===== src/rtl/alu_seq_pkg.sv =====
// alu_seq_pkg: opcodes, ALU result selects, sequencer states and select encoder
package alu_seq_pkg;
  localparam logic [2:0] OP_AND = 3'd0;
  localparam logic [2:0] OP_OR  = 3'd1;
  localparam logic [2:0] OP_XOR = 3'd2;
  localparam logic [2:0] OP_ADD = 3'd3;
  localparam logic [2:0] OP_SUB = 3'd4;
  localparam logic [2:0] OP_NOR = 3'd5;
  localparam logic [2:0] OP_MUL = 3'd6;
  localparam logic [2:0] OP_RSV = 3'd7;
  localparam logic [3:0] RSEL_OR  = 4'd0;
  localparam logic [3:0] RSEL_AND = 4'd1;
  localparam logic [3:0] RSEL_XOR = 4'd2;
  localparam logic [3:0] RSEL_ADD = 4'd3;
  typedef enum logic [1:0] {S_IDLE, S_ISSUE, S_MUL, S_DONE} state_t;
  // alu_sel = {2'b00, result select, invert B, invert A}; MUL reuses the adder
  function automatic logic [7:0] sel_for(input logic [2:0] op);
    return op == OP_AND ? {2'b00, RSEL_AND, 2'b00} :
           op == OP_OR  ? {2'b00, RSEL_OR,  2'b00} :
           op == OP_XOR ? {2'b00, RSEL_XOR, 2'b00} :
           op == OP_ADD ? {2'b00, RSEL_ADD, 2'b00} :
           op == OP_SUB ? {2'b00, RSEL_ADD, 2'b10} :
           op == OP_NOR ? {2'b00, RSEL_AND, 2'b11} :
           op == OP_MUL ? {2'b00, RSEL_ADD, 2'b00} : 8'd0;
  endfunction
endpackage


===== src/rtl/alu_seq_mul_dp.sv =====
// alu_seq_mul_dp: shift-and-add multiply registers; early exit under ALU_SEQ_MUL_EARLY_EXIT_EN
module alu_seq_mul_dp #(
  parameter int WIDTH = 64,
  parameter int CNT_W = 6
) (
  input  logic             clk,
  input  logic             rst,
  input  logic             i_load,
  input  logic             i_step,
  input  logic [WIDTH-1:0] i_a,
  input  logic [WIDTH-1:0] i_b,
  input  logic [WIDTH-1:0] i_sum,
  output logic [WIDTH-1:0] o_acc_next,
  output logic [WIDTH-1:0] o_mcand_next,
  output logic             o_last
);
  logic [WIDTH-1:0] r_acc, r_mcand, r_mplier;
  logic [CNT_W-1:0] r_cnt;
  assign o_acc_next   = r_mplier[0] ? i_sum : r_acc;
  assign o_mcand_next = r_mcand << 1;
`ifdef ALU_SEQ_MUL_EARLY_EXIT_EN
  // once no multiplier bits remain above bit 0, this step is the final one
  assign o_last = (r_cnt == CNT_W'(WIDTH - 1)) || (r_mplier[WIDTH-1:1] == '0);
`else
  assign o_last = r_cnt == CNT_W'(WIDTH - 1);
`endif
  // load operands on accept, then one conditional add plus shifts per step
  always_ff @(posedge clk or posedge rst)
    if (rst) begin
      r_acc    <= '0;
      r_mcand  <= '0;
      r_mplier <= '0;
      r_cnt    <= '0;
    end else if (i_load) begin
      r_acc    <= '0;
      r_mcand  <= i_a;
      r_mplier <= i_b;
      r_cnt    <= '0;
    end else if (i_step) begin
      r_acc    <= o_acc_next;
      r_mcand  <= o_mcand_next;
      r_mplier <= r_mplier >> 1;
      r_cnt    <= r_cnt + 1'b1;
    end
endmodule


===== src/rtl/alu_op_sequencer.sv =====
// alu_op_sequencer: multi-cycle controller for the 64-bit ALU; ALU_SEQ_MUL_EARLY_EXIT_EN enables MUL early exit
module alu_op_sequencer
  import alu_seq_pkg::*;
#(
  parameter int WIDTH = 64,
  parameter int CNT_W = 6
) (
  input  logic             clk,
  input  logic             rst,
  input  logic             in_valid,
  output logic             in_ready,
  input  logic [2:0]       in_op,
  input  logic [WIDTH-1:0] in_a,
  input  logic [WIDTH-1:0] in_b,
  output logic [WIDTH-1:0] alu_a,
  output logic [WIDTH-1:0] alu_b,
  output logic [7:0]       alu_sel,
  output logic             alu_cin,
  input  logic [WIDTH-1:0] alu_result,
  input  logic             alu_cout,
  output logic             out_valid,
  input  logic             out_ready,
  output logic [WIDTH-1:0] out_result,
  output logic             out_cout,
  output logic             out_err
);
`ifdef ALU_SEQ_MUL_EARLY_EXIT_EN
  localparam bit EARLY = 1'b1;
`else
  localparam bit EARLY = 1'b0;
`endif
  state_t           r_state, w_state;
  logic [2:0]       r_op, w_op;
  logic [WIDTH-1:0] r_alu_a, w_alu_a, r_alu_b, w_alu_b, r_out_result, w_out_result;
  logic [7:0]       r_alu_sel, w_alu_sel;
  logic             r_alu_cin, w_alu_cin, r_out_valid, w_out_valid, r_out_cout, w_out_cout;
  logic             r_out_err, w_out_err, w_load, w_step, w_last;
  logic [WIDTH-1:0] w_acc_next, w_mcand_next;
  assign in_ready   = r_state == S_IDLE;
  assign alu_a      = r_alu_a;
  assign alu_b      = r_alu_b;
  assign alu_sel    = r_alu_sel;
  assign alu_cin    = r_alu_cin;
  assign out_valid  = r_out_valid;
  assign out_result = r_out_result;
  assign out_cout   = r_out_cout;
  assign out_err    = r_out_err;
  alu_seq_mul_dp #(.WIDTH(WIDTH), .CNT_W(CNT_W)) u_mul (
    .clk          (clk),
    .rst          (rst),
    .i_load       (w_load),
    .i_step       (w_step),
    .i_a          (in_a),
    .i_b          (in_b),
    .i_sum        (alu_result),
    .o_acc_next   (w_acc_next),
    .o_mcand_next (w_mcand_next),
    .o_last       (w_last)
  );
  // register state, ALU drive lines and the result bundle
  always_ff @(posedge clk or posedge rst)
    if (rst) begin
      r_state      <= S_IDLE;
      r_op         <= OP_AND;
      r_alu_a      <= '0;
      r_alu_b      <= '0;
      r_alu_sel    <= '0;
      r_alu_cin    <= 1'b0;
      r_out_valid  <= 1'b0;
      r_out_result <= '0;
      r_out_cout   <= 1'b0;
      r_out_err    <= 1'b0;
    end else begin
      r_state      <= w_state;
      r_op         <= w_op;
      r_alu_a      <= w_alu_a;
      r_alu_b      <= w_alu_b;
      r_alu_sel    <= w_alu_sel;
      r_alu_cin    <= w_alu_cin;
      r_out_valid  <= w_out_valid;
      r_out_result <= w_out_result;
      r_out_cout   <= w_out_cout;
      r_out_err    <= w_out_err;
    end
  // next state, next ALU drive and result capture
  always_comb begin
    w_state      = r_state;
    w_op         = r_op;
    w_alu_a      = r_alu_a;
    w_alu_b      = r_alu_b;
    w_alu_sel    = r_alu_sel;
    w_alu_cin    = r_alu_cin;
    w_out_valid  = r_out_valid;
    w_out_result = r_out_result;
    w_out_cout   = r_out_cout;
    w_out_err    = r_out_err;
    w_load       = 1'b0;
    w_step       = 1'b0;
    case (r_state)
      S_IDLE:
        if (in_valid) begin
          w_op = in_op;
          if (in_op == OP_RSV || (in_op == OP_MUL && EARLY && in_b == '0)) begin
            w_state      = S_DONE;
            w_out_valid  = 1'b1;
            w_out_result = '0;
            w_out_cout   = 1'b0;
            w_out_err    = in_op == OP_RSV;
          end else if (in_op == OP_MUL) begin
            w_state   = S_MUL;
            w_load    = 1'b1;
            w_alu_a   = '0;
            w_alu_b   = in_a;
            w_alu_sel = sel_for(OP_MUL);
            w_alu_cin = 1'b0;
          end else begin
            w_state   = S_ISSUE;
            w_alu_a   = in_a;
            w_alu_b   = in_b;
            w_alu_sel = sel_for(in_op);
            w_alu_cin = in_op == OP_SUB;
          end
        end
      S_ISSUE: begin
        w_state      = S_DONE;
        w_out_valid  = 1'b1;
        w_out_result = alu_result;
        w_out_cout   = (r_op == OP_ADD || r_op == OP_SUB) && alu_cout;
        w_out_err    = 1'b0;
      end
      S_MUL: begin
        w_step  = 1'b1;
        w_alu_a = w_acc_next;
        w_alu_b = w_mcand_next;
        if (w_last) begin
          w_state      = S_DONE;
          w_out_valid  = 1'b1;
          w_out_result = w_acc_next;
          w_out_cout   = 1'b0;
          w_out_err    = 1'b0;
        end
      end
      default:
        if (out_ready) begin
          w_state     = S_IDLE;
          w_out_valid = 1'b0;
        end
    endcase
  end
endmodule

===== config.mk =====
export PLATFORM = sky130hd
export DESIGN_NAME = alu_op_sequencer
export DESIGN_NICKNAME = d
export VERILOG_FILES = /design/src/rtl/alu_seq_pkg.sv /design/src/rtl/alu_seq_mul_dp.sv /design/src/rtl/alu_op_sequencer.sv
export SDC_FILE = /design/constraint.sdc
export NUM_CORES = 1
export LEC_CHECK = 0
export CORE_MARGIN = 2
export CORE_UTILIZATION = 45
export CTS_CLUSTER_DIAMETER = 30
export DETAILED_ROUTE_END_ITERATION = 7
export DONT_BUFFER_PORTS = 1
export PLACE_DENSITY = 0.57
export SLEW_MARGIN = 0
export SYNTH_ARGS = -nofsm -noshare
export SYNTH_HDL_FRONTEND = slang
export SYNTH_SLANG_ARGS = --single-unit
export TNS_END_PERCENT = 5

===== constraint.sdc =====
create_clock -name clk -period 23 [get_ports clk]
set_input_delay 5.75 -clock clk [delete_from_list [all_inputs] [get_ports clk]]
set_output_delay 5.75 -clock clk [all_outputs]
set_load 0.02 [all_outputs]

# Word level (Yosys, flattened, before mapping)
# Index checks and enable logic that the tools add are counted.
# classes
add_sub_neg,1
multipliers,0
n_div,0
order_cmp,0
n_eq_ne,16
n_shift,0
n_mux,50
n_bitwise,1
n_reduce_logical,14
# ops
cell,n
64-bit two-way mux,14
64-bit one-hot mux with 2 select lines,2
64-bit one-hot mux with 3 select lines,1
63-bit two-way mux,2
4-bit two-way mux,6
"3-bit == test, second input constant",5
1-bit two-way mux,13
6-bit two-way mux,2
2-bit two-way mux,5
"3-bit by 2-bit == test with 1-bit output, second input constant",3
1-bit one-hot mux with 3 select lines,3
3-bit AND reduction,3
4-bit AND reduction,2
"6-bit by 1-bit adder with 6-bit output, second input constant",1
"6-bit == test, second input constant",1
2-bit one-hot mux with 3 select lines,1
"2-bit by 1-bit != test with 1-bit output, second input constant",2
"2-bit != test, second input constant",2
2-bit nonzero test,2
4-bit nonzero test,1
"3-bit by 1-bit == test with 1-bit output, second input constant",1
3-bit logical NOT,1
3-bit two-way mux,1
3-bit nonzero test,1
7 further kinds,7
# totals
regBits,406
latchBits,0
mem_bits_rw,0
romBits,0
inputBits,200
out_inout_bits,205
elab_cells,96
memories,0

# Longest topological paths before layout
# Gate-level depths: netlist (run 1).
# depth
word_depth,8
depth_mapped,10
depth_no_buf,6

# Hierarchy
# Synthesis (run 1) repeated with hierarchy kept, for this count alone.
# unflattened
hier_cells,1882
area_unflattened_um2,20898.8
# modules_own_cells
module,instances,cells_each,area_per_inst_um2,seq_area_each_um2
alu_op_sequencer,1,1023,11208.2,5129.9
alu_seq_mul_dp,1,859,9690.5,4929.7

# Least setup slack after synthesis (run 1)
# No wires, ideal clock.
# synth_timing
path_type,input -> register
startpoint,input port in_op[2]
endpoint,register r_out_result[10] (netlist: out_result[10])
setup_ns,0.125
t_arrival_ns,6.816
required_ns,22.875
slack_ns,16.059
stages,7
n_path_buf,3
path_cell_list,buf_2 nand4_1 a21oi_1 nand2_1 buf_6 buf_6 mux2_4
# synth_via
elab_chain_len,3
# synth_rtl
element,line_no,text
"start, declared",alu_op_sequencer.sv:12,"input logic [2:0] in_op,"
3-bit == test,alu_op_sequencer.sv:103,if (in_op == OP_RSV || (in_op == OP_MUL && EARLY && in_b == '0)) begin
2-bit by 1-bit != test with 1-bit output (no line),-,
4-bit AND reduction (no line),-,
"end signal, assigned",alu_op_sequencer.sv:81,r_out_result <= w_out_result;
"end, declared",alu_op_sequencer.sv:34,"logic [WIDTH-1:0] r_alu_a, w_alu_a, r_alu_b, w_alu_b, r_out_result, w_out_result;"
# Every way passes these cells.
# A chain may end at the register's enable or synchronous reset.

# Worst setup path after layout (run 1)
# layout_timing
startpoint,input port in_op[0]
endpoint,register u_mul.r_mcand[61]
# layout_via
elab_chain_len,6
elab_cells_between_ends,8
classes_between,2 x eq/ne; 5 x mux; 1 x reduce/logical
# layout_rtl
element,line_no,text
3-bit == test,alu_op_sequencer.sv:109,end else if (in_op == OP_MUL) begin
1-bit two-way mux,alu_op_sequencer.sv:109,
1-bit two-way mux (*),alu_op_sequencer.sv:103,
1-bit two-way mux (*),alu_op_sequencer.sv:101,if (in_valid) begin
1-bit two-way mux (*),alu_op_sequencer.sv:99,case (r_state)
63-bit two-way mux / 2-bit nonzero test (equally long branches),-,
"end signal, assigned",alu_seq_mul_dp.sv:36,r_mcand <= i_a;
"end signal, assigned",alu_seq_mul_dp.sv:41,r_mcand <= o_mcand_next;
"end, declared",alu_seq_mul_dp.sv:17,"logic [WIDTH-1:0] r_acc, r_mcand, r_mplier;"
# Mark *: on every way between the ends. The rest lies on a longest branch, timed or not.

==> metrics.md, run 1 <==
| Metric | Value |
|---|---|
| Status | completed |
| Int Power | 2.665 mW |
| Cell Chain, Critical Path | nand3b_1, buf_4, nor2_4, buf_4, buf_4, o21ai_0 |
| Largest net degree at the start of global routing | 155 |
| Vias | 15440 |
| Final instance area | 23680 µm² |
| Multi-input logic area | 9045 µm² |
| Post-CTS sizing | 0 |
| Layout net count | 2271 |
| Seq. cell area | 10060 µm² |
| CTS H-Tree Depth | 3 |
| CTS Sinks | 402 |
| MaxCap Viol Count | 0 |
| Fin. max-slew vios | 0 |
| Leading area contributor after synthesis | dfrtp_1 |
| WHS | 496.7 ps |
| Final setup violation count | 0 |
| Most Frequent Cell on Critical Path | buf_4 |
| 1st-iter DRT viols | 1016 |
| Switching share of power | 37.88% |
| R2r setup slk | 18550 ps |
| CP max stage cell | buf_4 |
| DRT antenna net count | 0 |
| Worst-Margin Slew | 1224 ps |
| WL/cell | 23.32 µm |
| RSZ-0062 raised after global routing | false |
| Post-detail-place hpwl | 41620 µm |
| Post-route clock period utilization | 37.42% |
| Fillers | 3960 |
| Share of cells above drive strength 1 | 15.98% |
| Setup crit start kind | input port |
| Adder-Cell Fraction of Synth Area | 0.3767% |
| Crit path from | in_op[0] |
| Die W | 214.4 µm |
| Post-Syn Area per Cell | 9.440 µm² |
| Top_reg_cell synth | dfrtp_1 |
| Cell row count | 77 |
| Compound-Gate Fraction of Synth Area | 13.21% |
| Final hold violations | 0 |
| Hold path startpoint | r_op[2] |
| Largest family of logic cells by synthesized area | simple AND/OR/NAND/NOR gates |
| Root buf cell | clkbuf_16 |
| CP top delay family | buffers and inverters |
| Distinct cells, synth | 42 |
| TritonCTS clock tree | done |
| Clock power share | 35.0% |
| Buf/Inv on CP | 3 |
| Async S/R FF share, synth | 100.0% |
| Crit-path max FO | 130 |
| Cell with the most instances after synthesis | nand2_1 |
| Drt pass-1 iters | 5 |
| N_diodes | 0 |
| Die Height | 214.4 µm |
| Post-DP Area | 20080 µm² |
| Critical Path RT | 23440 ps |
| Combinational fraction of design power | 30.5% |
| Crit-path max cell delay | 940 ps |
| Synth Register Bits | 402 |
| Initial antenna violation count | 0 |
| CTS max path bufs | 3 |
| RR Startpoint | r_state[0] |
| Netlist Area Pre-Place | 19930 µm² |
| Sequential share of power | 34.5% |
| Yosys warns | 0 |
| Post-Synthesis Cells | 2111 |
| Die footprint | 45980 µm² |
| PwrDens | 181.2 nW/µm² |
| Tot Pwr | 4.291 mW |
| First-pass GRT wire length | 97470 µm |
| Hold Buf Count CTS | 0 |
| Leakage power | 10.25 nW |
| Port-buffer cells | 0 |
| Setup_tns | 0 ps |
| Worst Path Arrival | 9050 ps |
| Core ar. | 43930 µm² |
| Worst vdd ir | 0.09068 mV |
| Fmax | 116.2 MHz |
| HP Class | flip-flop to flip-flop |
| Starting Density | 45.36% |
| XOR/XNOR Fraction of Synth Area | 0.1758% |
| Synth-to-Final Area Change | 18.84% |
| Drt drc | 0 |
| Synth cell count leaders | nand2_1, dfrtp_1, o21ai_0, mux2i_1, mux2_2 |
| Gr usage total | 27.54% |
| CTS buffer count | 101 |
| Synth top area cells | dfrtp_1, nand2_1, mux2i_1, mux2_2, o21ai_0 |
| Count of flip-flops with a built-in enable after synthesis | 0 |
| Vias in the first global route | 15900 |
| Final WL | 63860 µm |
| Simple-gate area share of the yosys netlist | 16.65% |
| Postcts setup bufs | 0 |
| Worst-Skew Late Latency | 630 ps |
| Slew HR | 18.39% |
| Fin crit period | 8606 ps |
| Total grt overflow | 0 |
| Type of the worst setup path | input port to flip-flop |
| Top cell type's share of synthesized area | 50.48% |
| Register area share after synthesis | 50.48% |
| Placer Congestion | 0.8601 |
| Vias per cell | 5.637 |
| Layout Skew | 14.93 ps |
| Reg clk slew, reported paths | 50 ps |
| Crit end category | flip-flop |
| Net Switching | 1.625 mW |
| I/O Pins | 405 |
| Post-synthesis mux area share | 14.73% |
-- metrics by stage --
step,cells,utilization [%],setup slack [ps]
5_1_grt,2738,53.90,14080
3_5_place_dp,2554,45.70,13790
4_1_cts,2738,53.90,14470
2_1_floorplan,2114,-,6069
3_3_place_gp,2554,45.70,13890
6_report,2738,53.90,14390
-- power by group through the flow --
| stage | logic [mW] | registers (mW) | clock network, mW |
|---|---|---|---|
| after CTS | 1.32 | 1.48 | 1.52 |
| after global routing | 1.46 | 1.52 | 1.56 |
| after detailed placement | 1.32 | 1.48 | 0 |
| final | 1.31 | 1.48 | 1.50 |
| after global placement | 1.28 | 1.48 | 0 |
| after floorplan | 1.08 | 1.37 | 0 |
-- worst paths after layout --
path                                           end  cells after the start
min in group asynchronous                alu_a[12]                      1
worst min-delay path                       r_op[2]                      2
worst max register to register   u_mul.r_mcand[61]                      7
worst max-delay path             u_mul.r_mcand[61]                      6
worst min register to register             r_op[2]                      2
max in group asynchronous       u_mul.r_mplier[53]                      3
-- per-layer routing --
layer,vias up,global-route usage [%],routed length [µm]
met4,0,9.792,1580
li1,7170,-,-
met1,7675,30.59,23930
met5,-,0,0
met2,504,46.87,31740
met3,86,12.16,6611
-- area by class of cell --
| class | count | area share, % |
|---|---|---|
| clock inverters | 58 | 3.508 |
| flip-flops and latches | 402 | 42.48 |
| repair buffers | 24 | 0.8137 |
| well taps | 592 | 3.128 |
| inverters | 7 | 0.1638 |
| multi-input cells | 1529 | 38.19 |
| clock buffers | 126 | 11.71 |
-- registers in the layout, summed over array words and instances, names as in the netlist, 4 cells and up --
register	cells
u_mul.r_mplier	64
out_result	64
alu_b	64
u_mul.r_cnt	6
u_mul.r_acc	64
alu_sel	4
alu_a	64
u_mul.r_mcand	63
-- cells in the final DEF, fill, tap and decap left out, drive strengths merged, types with 40 or more instances in the layout --
cell | netlist | layout
a21oi | 70 | 70
a22oi | 40 | 40
a31oi | 65 | 65
and3 | 64 | 64
clkbuf | 72 | 126
dfrtp | 402 | 402
mux2 | 133 | 133
mux2i | 129 | 129
nand2 | 547 | 547
nand3 | 46 | 46
nor2 | 79 | 79
nor2b | 42 | 42
o21ai | 255 | 255
-- logic make-up after synthesis --
logic type / count (synthesis)
compound gates: 466
xor+xnor: 4
fa+ha+maj: 6
buf+inv: 183
flops: 402
mux: 262
other cells: 1
simple gates: 787
-- worst reg2reg max path, cell delays in order, from the launching register on --
cell and delay, ps:
dfrtp_1 420, inv_1 140, ha_2 420, nand2_2 340, nor2_4 840, buf_4 820, buf_4 980, o21ai_0 310
Note: power is estimated with default switching activity, not from simulation.
==> run 2: changes to the inputs <==
--- a/config.mk
+++ b/config.mk
@@ -10,7 +10,7 @@
 export CTS_CLUSTER_DIAMETER = 30
 export DETAILED_ROUTE_END_ITERATION = 7
 export DONT_BUFFER_PORTS = 1
-export PLACE_DENSITY = 0.57
+export PLACE_DENSITY = 0.59
 export SLEW_MARGIN = 0
 export SYNTH_ARGS = -nofsm -noshare
 export SYNTH_HDL_FRONTEND = slang
==> constraint.sdc (replaced) <==
create_clock -name clk -period 7.8 [get_ports clk]
set_input_delay 1.95 -clock clk [delete_from_list [all_inputs] [get_ports clk]]
set_output_delay 1.95 -clock clk [all_outputs]
set_load 0.02 [all_outputs]
==> metrics.md, run 2 (same netlist as run 1, synthesis figures left out) <==
| Metric | Value |
|---|---|
| Post-detail-place hpwl | 41660 µm |
| Net Switching | 4.847 mW |
| Int Power | 8.019 mW |
| Clock power share | 36.3% |
| Setup_tns | 0 ps |
| I/O Pins | 405 |
| Starting Density | 45.36% |
| Cell Chain, Critical Path | inv_1, ha_4, inv_6, o22ai_4, buf_4, o21ai_0, o21ai_0 |
| Placed cell count | 2552 |
| PwrDens | 536.6 nW/µm² |
| TritonCTS clock tree | done |
| Worst Path Arrival | 4330 ps |
| Die Height | 214.4 µm |
| CTS H-Tree Depth | 3 |
| Setup crit start kind | flip-flop |
| Final hold violations | 0 |
| Commonest non-fill, non-tap cells in the layout | nand2_1, dfrtp_1, o21ai_0 |
| Share of cells above drive strength 1 | 16.63% |
| Buf/Inv on CP | 3 |
| Reg clk slew, reported paths | 50 ps |
| Most common cell after layout, fill and taps aside | nand2_1 |
| Port-buffer cells | 0 |
| Drt pass-1 iters | 5 |
| MaxCap Viol Count | 0 |
| RR Startpoint | r_state[0] |
| Layout net count | 2275 |
| Die W | 214.4 µm |
| Final setup violation count | 0 |
| Crit-path max cell delay | 910 ps |
| Slew HR | 15.19% |
| Cell row count | 77 |
| Post-CTS sizing | 0 |
| Initial antenna violation count | 0 |
| Crit path from | r_state[0] |
| Tot Pwr | 12.87 mW |
| Total grt overflow | 0 |
| Gr usage total | 27.58% |
| WL/cell | 23.00 µm |
| CP top delay family | buffers and inverters |
| CP max stage cell | buf_4 |
| CTS buffer count | 107 |
| Non-Filler Instances | 2751 |
| Placer Congestion | 0.8607 |
| Sequential share of power | 34.0% |
| Final WL | 63280 µm |
| 1st-iter DRT viols | 1027 |
| Largest net degree at the start of global routing | 266 |
| CTS max path bufs | 3 |
| Postcts setup bufs | 0 |
| Worst vdd ir | 0.3021 mV |
| Combinational fraction of design power | 29.8% |
| Fillers | 3977 |
| Fin crit period | 3792 ps |
| Most Frequent Cell on Critical Path | o21ai_0 |
| Die footprint | 45980 µm² |
| Crit-path max FO | 120 |
| Synth-to-Final Area Change | 20.32% |
| First-pass GRT wire length | 98170 µm |
| Hold path startpoint | r_op[2] |
| Core ar. | 43930 µm² |
| N_diodes | 0 |
| Multi-input logic area | 9050 µm² |
| Worst-Margin Slew | 1272 ps |
| Root buf cell | clkbuf_16 |
| Worst-Skew Late Latency | 650 ps |
| Post-route clock period utilization | 48.61% |
| DRT antenna net count | 0 |
| Critical Path RT | 8340 ps |
| CTS Sinks | 402 |
| Type of the worst setup path | flip-flop to flip-flop |
| WHS | 510.0 ps |
| RSZ-0062 raised after global routing | false |
| Hold Buf Count CTS | 0 |
| Vias in the first global route | 15930 |
| Drt drc | 0 |
| Layout Skew | 36.02 ps |
| Leakage power | 10.35 nW |
| Pre-CTS setup slack | 3586 ps |
| Vias per cell | 5.627 |
| Seq. cell area | 10060 µm² |
| Crit end category | flip-flop |
| HP Class | flip-flop to flip-flop |
| Switching share of power | 37.67% |
| Fmax | 263.7 MHz |
| Status | completed |
| Fin. max-slew vios | 0 |
| Final worst setup slack | 4008 ps |
| Vias | 15480 |
run 2: path summary, 6_finish.rpt:
check,to,slack (ps),cells after the start
setup / recovery,alu_b[37],4010,7
hold / removal,r_op[2],510,2
setup reg to reg,alu_b[37],4010,7
hold reg to reg,r_op[2],510,2
max in group asynchronous,alu_b[43],5150,2
min in group asynchronous,u_mul.r_acc[20],1250,1
run 2: area by class of cell:
class,instances,area share (%)
Sequential cell,402,41.96
Multi-Input combinational cell,1529,37.74
Clock buffer,133,12.33
Clock inverter,66,3.893
Tap cell,592,3.089
Timing Repair Buffer,22,0.8453
Inverter,7,0.1461
run 2: per-stage QoR:
stage | instance area (µm²) | util [%]
final | 23980 | 54.58
after floorplan | 19940 | -
after detailed placement | 20090 | 45.73
after global placement | 20090 | 45.73
after global routing | 23980 | 54.58
after CTS | 23980 | 54.58
run 2: tightest hold or removal path: stages, from the launching register on:
cell,delay [ps]
dfrtp_1,360
nand2_1,50
nand2_1,60
run 2: metal layers:
| metal | vias up | part of all wire [%] | global-route usage (%) |
|---|---|---|---|
| met3 | 109 | 10 | 12.10 |
| met4 | 0 | 3.6 | 12.08 |
| met2 | 538 | 50 | 46.33 |
| met5 | - | 0 | 0 |
| met1 | 7643 | 36 | 30.31 |
| li1 | 7191 | - | - |
run 2: power groups by stage:
stage,clock network (mW),registers [mW],logic (mW)
after floorplan,0,4.05,3.18
after global placement,0,4.36,3.74
after detailed placement,0,4.38,3.86
after CTS,4.73,4.37,3.87
after global routing,4.85,4.48,4.29
final,4.67,4.37,3.83
